`config.mk`:
```
export PLATFORM = sky130hd
export DESIGN_NAME = gate_sweep_ctrl
export DESIGN_NICKNAME = d
export VERILOG_FILES = /design/src/rtl/gate_sweep_ctrl.sv
export SDC_FILE = /design/constraint.sdc
export NUM_CORES = 1
export LEC_CHECK = 0
export CAP_MARGIN = 20
export CORE_ASPECT_RATIO = 1.75
export CORE_MARGIN = 4
export CORE_UTILIZATION = 45
export CTS_CLUSTER_SIZE = 25
export DETAILED_ROUTE_END_ITERATION = 12
export GPL_ROUTABILITY_DRIVEN = 1
export PLACE_DENSITY_LB_ADDON = 0.05
export SLEW_MARGIN = 20
export SYNTH_ARGS = -nofsm -noshare
export SYNTH_HDL_FRONTEND = slang
export SYNTH_SLANG_ARGS = --single-unit
```
`constraint.sdc`:
```
create_clock -name clk -period 1.9 [get_ports clk]
set_input_delay 0.38 -clock clk [delete_from_list [all_inputs] [get_ports clk]]
set_output_delay 0.38 -clock clk [all_outputs]
set_load 0.005 [all_outputs]
```
`src/rtl/gate_sweep_ctrl.sv`:
```
// Sweeps a 2-input gate under test through {a,b} = 00,01,10,11 and checks its output against a|b.
// Optional first-failure log ports are enabled by defining GATE_SWEEP_FAILLOG_EN.
module gate_sweep_ctrl #(
    parameter int unsigned DWELL = 4
) (
    input  logic       clk,
    input  logic       rst,
    input  logic       start,
    output logic       a,
    output logic       b,
    input  logic       c,
    output logic       busy,
    output logic       done,
    output logic       pass,
    output logic [2:0] err_cnt
`ifdef GATE_SWEEP_FAILLOG_EN
    ,
    output logic       fail_valid,
    output logic [1:0] fail_vec
`endif
);

    typedef enum logic [1:0] {
        S_IDLE,
        S_DRIVE,
        S_SAMPLE,
        S_DONE
    } state_t;

    localparam logic [7:0] DWELL_LAST = 8'(DWELL - 1);

    state_t     state_q, state_d;
    logic [1:0] vec_q,   vec_d;
    logic [7:0] dwell_q, dwell_d;
    logic [2:0] err_q,   err_d;
    logic       pass_q,  pass_d;

    logic       driving;
    logic       mismatch;
    logic       accept;

    assign driving  = (state_q == S_DRIVE) || (state_q == S_SAMPLE);
    assign mismatch = (state_q == S_SAMPLE) && (c != (vec_q[1] | vec_q[0]));
    assign accept   = (state_q == S_IDLE) && start;

    // NOTE: sequential state uses non-blocking assignments so every register samples pre-edge values.
    always_ff @(posedge clk) begin
        if (rst) begin
            state_q <= S_IDLE;
            vec_q   <= 2'd0;
            dwell_q <= 8'd0;
            err_q   <= 3'd0;
            pass_q  <= 1'b0;
        end else begin
            state_q <= state_d;
            vec_q   <= vec_d;
            dwell_q <= dwell_d;
            err_q   <= err_d;
            pass_q  <= pass_d;
        end
    end

    // NOTE: every signal gets a default before the case so no path leaves it unassigned (no latches).
    always_comb begin
        state_d = state_q;
        vec_d   = vec_q;
        dwell_d = dwell_q;
        err_d   = err_q;
        pass_d  = pass_q;

        case (state_q)
            S_IDLE: begin
                if (start) begin
                    state_d = S_DRIVE;
                    vec_d   = 2'd0;
                    dwell_d = 8'd0;
                    err_d   = 3'd0;
                    pass_d  = 1'b0;
                end
            end
            S_DRIVE: begin
                if (dwell_q == DWELL_LAST) begin
                    state_d = S_SAMPLE;
                end else begin
                    dwell_d = dwell_q + 8'd1;
                end
            end
            S_SAMPLE: begin
                if (mismatch) begin
                    err_d = err_q + 3'd1;
                end
                if (vec_q == 2'd3) begin
                    // pass is registered here so it is already valid during the done pulse
                    state_d = S_DONE;
                    pass_d  = (err_q == 3'd0) && !mismatch;
                end else begin
                    state_d = S_DRIVE;
                    vec_d   = vec_q + 2'd1;
                    dwell_d = 8'd0;
                end
            end
            S_DONE: begin
                state_d = S_IDLE;
            end
            default: begin
                state_d = S_IDLE;
            end
        endcase
    end

    assign a       = driving & vec_q[1];
    assign b       = driving & vec_q[0];
    assign busy    = driving;
    assign done    = (state_q == S_DONE);
    assign pass    = pass_q;
    assign err_cnt = err_q;

`ifdef GATE_SWEEP_FAILLOG_EN
    logic       fail_valid_q, fail_valid_d;
    logic [1:0] fail_vec_q,   fail_vec_d;

    always_ff @(posedge clk) begin
        if (rst) begin
            fail_valid_q <= 1'b0;
            fail_vec_q   <= 2'd0;
        end else begin
            fail_valid_q <= fail_valid_d;
            fail_vec_q   <= fail_vec_d;
        end
    end

    // only the first mismatch of a sweep is kept
    always_comb begin
        fail_valid_d = fail_valid_q;
        fail_vec_d   = fail_vec_q;
        if (accept) begin
            fail_valid_d = 1'b0;
            fail_vec_d   = 2'd0;
        end else if (mismatch && !fail_valid_q) begin
            fail_valid_d = 1'b1;
            fail_vec_d   = vec_q;
        end
    end

    assign fail_valid = fail_valid_q;
    assign fail_vec   = fail_vec_q;
`else
    logic unused_accept;
    assign unused_accept = accept;
`endif

endmodule

```
==> qor.txt <==
final setup violation count: 0
CP Capture Type: output pin
Final #Nets: 152
Hold-fix buffers, CTS: 0
fin crit share: 0.9485
Final Max Slew Viols: 0
MaxCap Viol Count: 0
crit path max fanout: 3
post-synthesis compound-gate area fraction: 0.1805
flops & latches, synth: 16
H-Tree Level Count: 1
vias in the first global route: 949
Final Wtd Congestion: 0.9144
CP Launch Type: flip-flop
Slew HR: 0.7335
largest family of logic cells by synthesized area: simple AND/OR/NAND/NOR gates
Synth cell types: 40
top-area cell type share of the netlist area: 0.3122
GRT overflow: 0
DR vias: 907
Top FF cell, synth: dfxtp_1
FMAX: 554.9 MHz
syn avg cell area: 8.769 µm²
Fillers: 202
Final Util: 0.5932
count leader, synth: dfxtp_1
Area contributors post-synth: dfxtp_1, ha_1, mux2i_1, inv_1, a21oi_1
leading area contributor after synthesis: dfxtp_1
critical path launch point: state_q[0]
Worst-Skew Late Latency: 0.29 ns
antenna cells: 0
DP HPWL: 1832 µm
Mapped Area: 0.001026 mm²
Initial Utilization: 0.4779
Ys Warns: 0
Max clock buf depth: 2
post-synthesis sequential area ratio: 0.3122
CTS tree: built
Worst EP required: 1.52 ns
Slew @ Worst Pin: 0.3887 ns
post-synthesis mux area share: 0.05854
Routed Antenna Nets: 0
maximum vdd drop: 0.6011 mV
largest net degree at the start of global routing: 12
clk slew on worst S/H paths: 0.10 ns
fraction of layout cells with a size suffix above 1: 0.1752
Detailed Route WL: 2382 µm
Mapped Cells: 117
area grow syn2layout: 24.15%
Tot Pwr: 0.001303 W
Pwr Density: 1023 mW/mm²
DRC Markers: 0
setup_tns: 0 ns
CTS sink count: 16
syn nets: 131
synthesized-area fraction occupied by adder cells: 0.1220
xor/xnor share of the synthesized area: 0.01707
RSZ-0062 raised after global routing: false
CP arrival: 1.42 ns
outcome: finished clean
initial antenna violation count: 0
simple logic cell fraction of the synthesized area: 0.2549
worst hold path type: reg -> reg
WL/cell: 14.80 µm
Synth async-reset ratio: 0
router iterations before antenna repair: 4
total die area: 0.003138 mm²
leakage power: 0.4945 nW
Die W: 44.10 µm
critical path class: reg -> out
core area: 0.002147 mm²
io pins: 12
final hold vios: 0
clock period minus worst slack: 1.802 ns
Vias/cell: 5.634
first-pass GRT wire length: 4002 µm
GRT Util Overall: 0.1690
EDFF count, synth: 0
num rows: 22
1st-iter DRT viols: 15
Synth top cells by count: dfxtp_1, inv_1, ha_1, a21oi_1, nand2_1
min-delay src: dwell_q[7]
Root Driver: clkbuf_4
Setup Skew: 0.004591 ns
CTS buffer count: 3
Die Y: 71.17 µm
number of buffers added on ports: 11
critical register-to-register path startpoint: state_q[1]
==> worst max-delay path, cell delays in order (launching register included) <==
cell and delay [ns]:
dfxtp_2 0.35, buf_4 0.13, ha_4 0.16, clkdlybuf4s50_1 0.50
==> area by class of cell <==
| type | instances | area [µm²] | area share |
|---|---|---|---|
| repair buffers | 18 | 162.7 | 0.1277 |
| inverters | 11 | 41.29 | 0.03242 |
| well taps | 24 | 30.03 | 0.02358 |
| multi-input cells | 88 | 680.7 | 0.5344 |
| clock buffers | 4 | 36.28 | 0.02849 |
| flip-flops and latches | 16 | 322.8 | 0.2534 |
==> flip-flops by register name, summed over array words and instances, names as in the netlist <==
signal and cells:
dwell_q 8, err_cnt 3, pass 1, state_q 2, vec_q 2
==> what timing repair did <==
action,in CTS,in global routing
setup buffers,1,0
endpoints found under the setup margin,4,3
resized for setup,7,3
pin swaps,0,0
==> per-stage QoR <==
| stage | area [µm²] | std cells | hold slack (ns) | setup slack (ns) |
|---|---|---|---|---|
| after floorplan | 1026 | 117 | 0.4517 | 0.2828 |
| after global placement | 1196 | 156 | 0.4714 | 0.08677 |
| after detailed placement | 1196 | 156 | 0.4824 | 0.06231 |
| after CTS | 1255 | 161 | 0.4993 | 0.02363 |
| after global routing | 1274 | 161 | 0.5138 | 0.03421 |
| final | 1274 | 161 | 0.4989 | 0.09776 |
==> layout by cell type, fill, tap and decap left out, types with 3 or more instances in the layout <==
master	n
or3_1	4
inv_1	10
nor2_1	4
a21oi_1	8
nand2_1	8
and2_1	6
a31oi_1	3
mux2i_1	6
clkbuf_4	3
ha_1	8
nand2b_1	3
nand3_1	5
clkdlybuf4s50_1	8
dfxtp_1	14
buf_4	7
o21ai_1	3
==> metal layers <==
metal / up-vias / share of wire / global-route usage
met3: 8 / 0.026 / 0.02799
met5: - / 0 / 0
li1: 455 / - / -
met4: 0 / 0.040 / 0.09396
met2: 16 / 0.55 / 0.3198
met1: 428 / 0.39 / 0.1599
==> power by group <==
group | switching [W] | internal, W
logic | 0.000348 | 0.000303
registers | 0.0000369 | 0.000380
clock network | 0.000119 | 0.000117
total | 0.000504 | 0.000799
==> kinds of logic after synthesis <==
logic type,Yosys count
AOI/OAI and AO/OA,27
xor gates and xnor gates,2
adders and majority gates,10
buffers and inverters,13
DFF,16
muxes,6
and+or+nand+nor,43
==> worst paths after layout <==
kind	to	slack, ns	cells past startpoint
max	done	0.1	3
min	dwell_q[7]	0.50	2
max reg2reg	state_q[1]	0.15	7
min reg2reg	dwell_q[7]	0.50	2
No activity file was read; power rests on OpenSTA's default activity.
==> variant 1 (same settings) <==
Encoding of `state_t`: now one-hot (4 bits for 4 states).
--- a/src/rtl/gate_sweep_ctrl.sv
+++ b/src/rtl/gate_sweep_ctrl.sv
@@ -20,11 +20,11 @@
 `endif
 );
 
-    typedef enum logic [1:0] {
-        S_IDLE,
-        S_DRIVE,
-        S_SAMPLE,
-        S_DONE
+    typedef enum logic [3:0] {
+        S_IDLE   = 4'b0001,
+        S_DRIVE  = 4'b0010,
+        S_SAMPLE = 4'b0100,
+        S_DONE   = 4'b1000
     } state_t;
 
     localparam logic [7:0] DWELL_LAST = 8'(DWELL - 1);
Behaviour: no difference found for any inputs over 10 cycles, from zero or initial values and one cycle with rst high; not proved beyond that.
==> variant 1 against the original RTL <==
  * Synthesized area grew 6.7%
  * Sequential cell count grew 2
  * Largest cell class unchanged
  * Wire length grew 19%
  * Register-to-register slack better by 0.04 ns
  * Setup slack better by 0.061 ns
  * Design area is 11% higher
  * Highest routed layer unchanged
Power is not compared: it rests on default switching activity, and its combinational part moved more than twofold at a synthesized area within 25%.
==> variant 1: results (changes against the original RTL) <==
| Metric | Value |
|---|---|
| Status | finished, final reports clean |
| Register area share after synthesis | 32.9% (+1.7 points) |
| Top cells by area, synth | dfxtp_1, ha_1, nand2b_1 |
| Post-synthesis area per instance | 8.17 um^2 (-6.8%) |
| Gpl congestion | 0.800 (-13%) |
| Commonest cells in the netlist | dfxtp_1, inv_1, a21oi_1, nor2_1, nand2b_1 |
| Share of post-route cells with drive strength above 1 | 20.6% (+3.1 points) |
| Clk_skew | 0.00260 ns (-0.00199 ns) |
| HPWL after DPL | 2200 um (+20%) |
| Root Driver | clkbuf_8 |
| Placed cells | 180 (+15%) |
| Initial antenna violation count | 0 (unchanged) |
| Via density per instance | 6.01 (+6.7%) |
| Clk slew on worst S/H paths | 0.07 ns (-0.03 ns) |
| Drt wl/cell | 15.3 um (+3.1%) |
| Syn_nets | 143 (+9.2%) |
| Nets | 171 (+13%) |
| Iter 0 DRT Violations | 26 (+11) |
| Overall routing resource usage | 20.0% (+3.1 points) |
| Total number of vias | 1112 (+23%) |
| R2R Setup Slk | 0.19 ns (+0.04 ns) |
| Synth warn | 0 (unchanged) |
| Clk_lat worst skew | 0.25 ns (-0.04 ns) |
| First-pass GRT wire length | 4920 um (+23%) |
| Clk buf depth | 2 (unchanged) |
| Largest net degree at the start of global routing | 17 (+5) |
| Count of cell types in the netlist | 43 (+7.5%) |
| Worst-margin pin slew | 0.417 ns (+0.0279 ns) |
| DRT Pass-1 Iters | 4 (unchanged) |
| Worst EP arrival | 1.36 ns (-0.06 ns) |
| Final hold slack | 0.481 ns (-0.0182 ns) |
==> variant 1: changes by cell type after synthesis, moves of 4 or more <==
cell | before | now
ha_1 | 10 | 5
o22ai_1 | 0 | 4
o21ai_0 | 2 | 7
and2_1 | 6 | 1
mux2i_1 | 6 | 1
nand2b_1 | 3 | 8
nor2_1 | 4 | 9
nand3_1 | 5 | 1
==> variant 1: logic make-up after synthesis <==
| logic type | synth area share (%) |
|---|---|
| xor gates and xnor gates | 1.60 |
| DFF | 32.9 |
| muxes | 0.914 |
| adders and majority gates | 5.71 |
| AOI/OAI and AO/OA | 21.9 |
| and+or+nand+nor | 31.1 |
| buffers and inverters | 5.83 |
==> variant 1: critical path: stages (launching register included) <==
cell           delay [ns]
dfxtp_1              0.40
nor2_1               0.09
and3_1               0.17
nor2_2               0.15
nor2_1               0.05
dlygate4sd2_1        0.26
==> variant 1: where the power goes <==
part	internal [mW]	switching, mW	leakage (nW)	total (mW)
Sequential	0.396	0.0205	0.146	0.416
Clock	0.141	0.119	0.0216	0.260
Combinational	0.131	0.143	0.405	0.275
==> variant 1: what timing repair did <==
action | in CTS | in global routing
hold buffers | 0 | 0
setup endpoints to repair | 4 | 3
hold endpoints to repair | 0 | 0
resized for setup | 10 | 3
pin swaps | 3 | 0
buffers inserted | 2 | 0
==> variant 1: worst paths after layout <==
path,cells past startpoint,end,from
setup / recovery,5,b,state_q[3]
hold / removal,1,dwell_q[7],dwell_q[7]
setup reg to reg,6,dwell_q[6],state_q[3]
hold reg to reg,1,dwell_q[7],dwell_q[7]
==> variant 1: per-stage QoR <==
stage / setup slack [ns] / total power [mW] / area [um^2] / utilization, %
after floorplan: 0.268 / 0.590 / 1090 / -
after global placement: 0.0675 / 0.679 / 1330 / 57.8
after detailed placement: 0.0444 / 0.684 / 1330 / 57.8
after CTS: 0.143 / 0.962 / 1400 / 60.8
after global routing: 0.0561 / 1.02 / 1420 / 61.6
final: 0.159 / 0.951 / 1420 / 61.6
==> variant 1: area by class of cell <==
class / count / area, um^2
inverters: 10 / 37.5
repair buffers: 29 / 240
well taps: 25 / 31.3
clock buffers: 3 / 41.3
multi-input cells: 100 / 702
flip-flops and latches: 18 / 367
fillers: 218 / 883
==> variant 1: layer usage <==
metal | track usage, % | wire (um) | vias up
li1 | - | - | 551
met1 | 19.7 | 1000 | 536
met2 | 39.7 | 1700 | 18
met3 | 2.21 | 70 | 7
met4 | 6.84 | 47 | 0
met5 | 0 | 0 | -
==> variant 2 (config.mk and constraints unchanged) <==
Without the edit above. Register the outputs `a`, `b`, `busy` and `done`, cleared by the reset; this adds one clock of latency there. The other outputs are not delayed to match. Comments in the files are not updated.
--- a/src/rtl/gate_sweep_ctrl.sv
+++ b/src/rtl/gate_sweep_ctrl.sv
@@ -108,10 +108,19 @@
         endcase
     end
 
-    assign a       = driving & vec_q[1];
-    assign b       = driving & vec_q[0];
-    assign busy    = driving;
-    assign done    = (state_q == S_DONE);
+    always_ff @(posedge clk) begin
+        if (rst) begin
+            a    <= '0;
+            b    <= '0;
+            busy <= '0;
+            done <= '0;
+        end else begin
+            a    <= driving & vec_q[1];
+            b    <= driving & vec_q[0];
+            busy <= driving;
+            done <= (state_q == S_DONE);
+        end
+    end
     assign pass    = pass_q;
     assign err_cnt = err_q;
 
Behaviour: not the same (Yosys sat finds a counterexample within 4 cycles, from zero or initial values and one cycle with rst high).
==> variant 2 against the original RTL <==
  * Wire length is 8.8% higher
  * First-iteration DRC count rose by 47%
  * Non-clock buffer count is 7 higher
  * Sequential share of layout area is 3.0 points higher
  * Sequential cell count increased by 4
  * Final cell count increased by 9.3%
  * Setup slack got worse by 0.026 ns
  * Hold slack barely moved
  * Total power is 18% higher
  * Via count rose by 9.6%
  * Design area grew 12%
  * Synthesized cell count increased by 7.7%
  * Synthesized area is 8.0% higher
==> variant 2: results (changes against the original RTL) <==
| Metric | Value |
|---|---|
| Status | finished, final reports clean |
| Clk slew on worst S/H paths | 0.07 ns (-0.03 ns) |
| Min-Delay Path Class | flip-flop to flip-flop |
| Initial antenna violation count | 0 (unchanged) |
| Count of cell types in the netlist | 38 (-5.0%) |
| Largest register by flop count | dwell_q |
| CP max stage cell | or4b_4 |
| Clk_skew | 0.00124 ns (-0.00335 ns) |
| Worst vdd ir | 0.523 mV (-13%) |
| Worst EP arrival | 1.97 ns (+0.55 ns) |
| Critical path class | flip-flop to flip-flop |
| HPWL after DPL | 2060 um (+12%) |
| CP max FO | 4 (+1) |
| Gpl congestion | 0.868 (-5.1%) |
| Routed WL | 2590 um (+8.8%) |
| Drt wl/cell | 14.7 um (-0.46%) |
| Critical path startpoint | dwell_q[1] |
| M1 WL | 927 um (+0.87%) |
| Max FFs per register | 8 (unchanged) |
| Endpoint of the worst register-to-register path | state_q[1] |
| Register area share after synthesis | 36.1% (+4.9 points) |
| DRT Pass-1 Iters | 4 (unchanged) |
| Top cells by area, synth | dfxtp_1, ha_1, inv_1 |
| Placed cells | 172 (+10%) |
| Num CTS Buffers | 3 (unchanged) |
| Synth warn | 0 (unchanged) |
| Post-synthesis area per instance | 8.80 um^2 (+0.33%) |
| Met2 Wirelength | 1580 um (+21%) |
| First-pass GRT wire length | 4460 um (+12%) |
| Vias in the first global route | 1069 (+13%) |
| Clk_lat worst skew | 0.25 ns (-0.04 ns) |
| Overall routing resource usage | 17.9% (+0.98 points) |
| Via density per instance | 5.65 (+0.25%) |
| Root Driver | clkbuf_8 |
| Final setup margin | 0.0721 ns (-0.0257 ns) |
| Post-DP Area | 0.00134 mm^2 (+12%) |
| Slew margin rel. | 76.7% (+3.3 points) |
| Kind of cell adding the most delay to the critical path | compound AO/OA/AOI/OAI gates |
| Share of post-route cells with drive strength above 1 | 19.2% (+1.7 points) |
| Worst Setup Slack post-DPL | 0.0356 ns (-0.0267 ns) |
| Iter 0 DRT Violations | 22 (+7) |
| Antenna diodes | 0 (unchanged) |
| Commonest cells in the netlist | dfxtp_1, inv_1, ha_1, a21oi_1, nor2_1 |
| Pleak | 0.543 nW (+9.8%) |
| Syn_nets | 140 (+6.9%) |
| Met3 routed WL | 46 um (-26%) |
| Reg2reg path depth | 5 (-2) |
| Slowest Stage Delay on Critical Path | 0.50 ns (about the same) |
## variant 2: repair_timing
action / 4_1_cts / 5_1_grt
gates resized for setup: 0 / 7
buffers inserted: 0 / 0
setup endpoints to repair: 0 / 7
## variant 2: how the worst min path moves through the flow
| stage | start | endpoint | slack, ns | depth (start not counted) |
|---|---|---|---|---|
| after floorplan | rst | busy | 0.47 | 1 |
| after global placement | pass | pass | 0.49 | 2 |
| after detailed placement | dwell_q[1] | dwell_q[1] | 0.50 | 2 |
| after CTS | dwell_q[1] | dwell_q[1] | 0.51 | 2 |
| after global routing | dwell_q[1] | dwell_q[1] | 0.51 | 2 |
| final | dwell_q[1] | dwell_q[1] | 0.50 | 2 |
## variant 2: kinds of logic (layout without fill, tap and decap cells)
logic type	count (synthesis)	after routing	synth area share [%]
AND/OR/NAND/NOR	40	40	20.7
AO/OA/AOI/OAI	30	30	19.4
flip-flops	20	20	36.1
buffers and inverters	19	44	6.43
adder cells (fa/ha/maj)	10	10	11.3
multiplexers	4	4	3.72
XOR/XNOR	3	3	2.37
## variant 2: per-stage QoR
step / util (%) / TNS [ns]
floorplan: - / 0
global placement: 57.5 / 0
detailed placement: 57.5 / 0
CTS: 59.8 / 0
global route: 61.0 / -0.00595
finish: 61.0 / 0
## variant 2: final cells by class
type / count / area (um^2)
tap: 25 / 31.3
inverter: 15 / 56.3
sequential: 20 / 403
timing repair buffer: 25 / 215
multi-input combinational: 87 / 661
fill: 212 / 910
clock buffer: 4 / 55.1
## variant 2: tightest hold or removal path, cell delays in order (launching register included)
cell	delay, ns
dfxtp_2	0.33
o21ai_0	0.07
a21oi_1	0.06
## variant 2: per-layer routing
| metal | up-vias | global-route usage (%) |
|---|---|---|
| li1 | 501 | - |
| met1 | 477 | 16.5 |
| met2 | 10 | 35.3 |
| met3 | 6 | 2.70 |
| met4 | 0 | 7.82 |
| met5 | - | 0 |
## variant 2: where the power goes
| group | switching, mW | internal, mW | leakage (nW) |
|---|---|---|---|
| Combinational | 0.367 | 0.337 | 0.351 |
| Sequential | 0.0413 | 0.472 | 0.163 |
| Clock | 0.134 | 0.184 | 0.0288 |
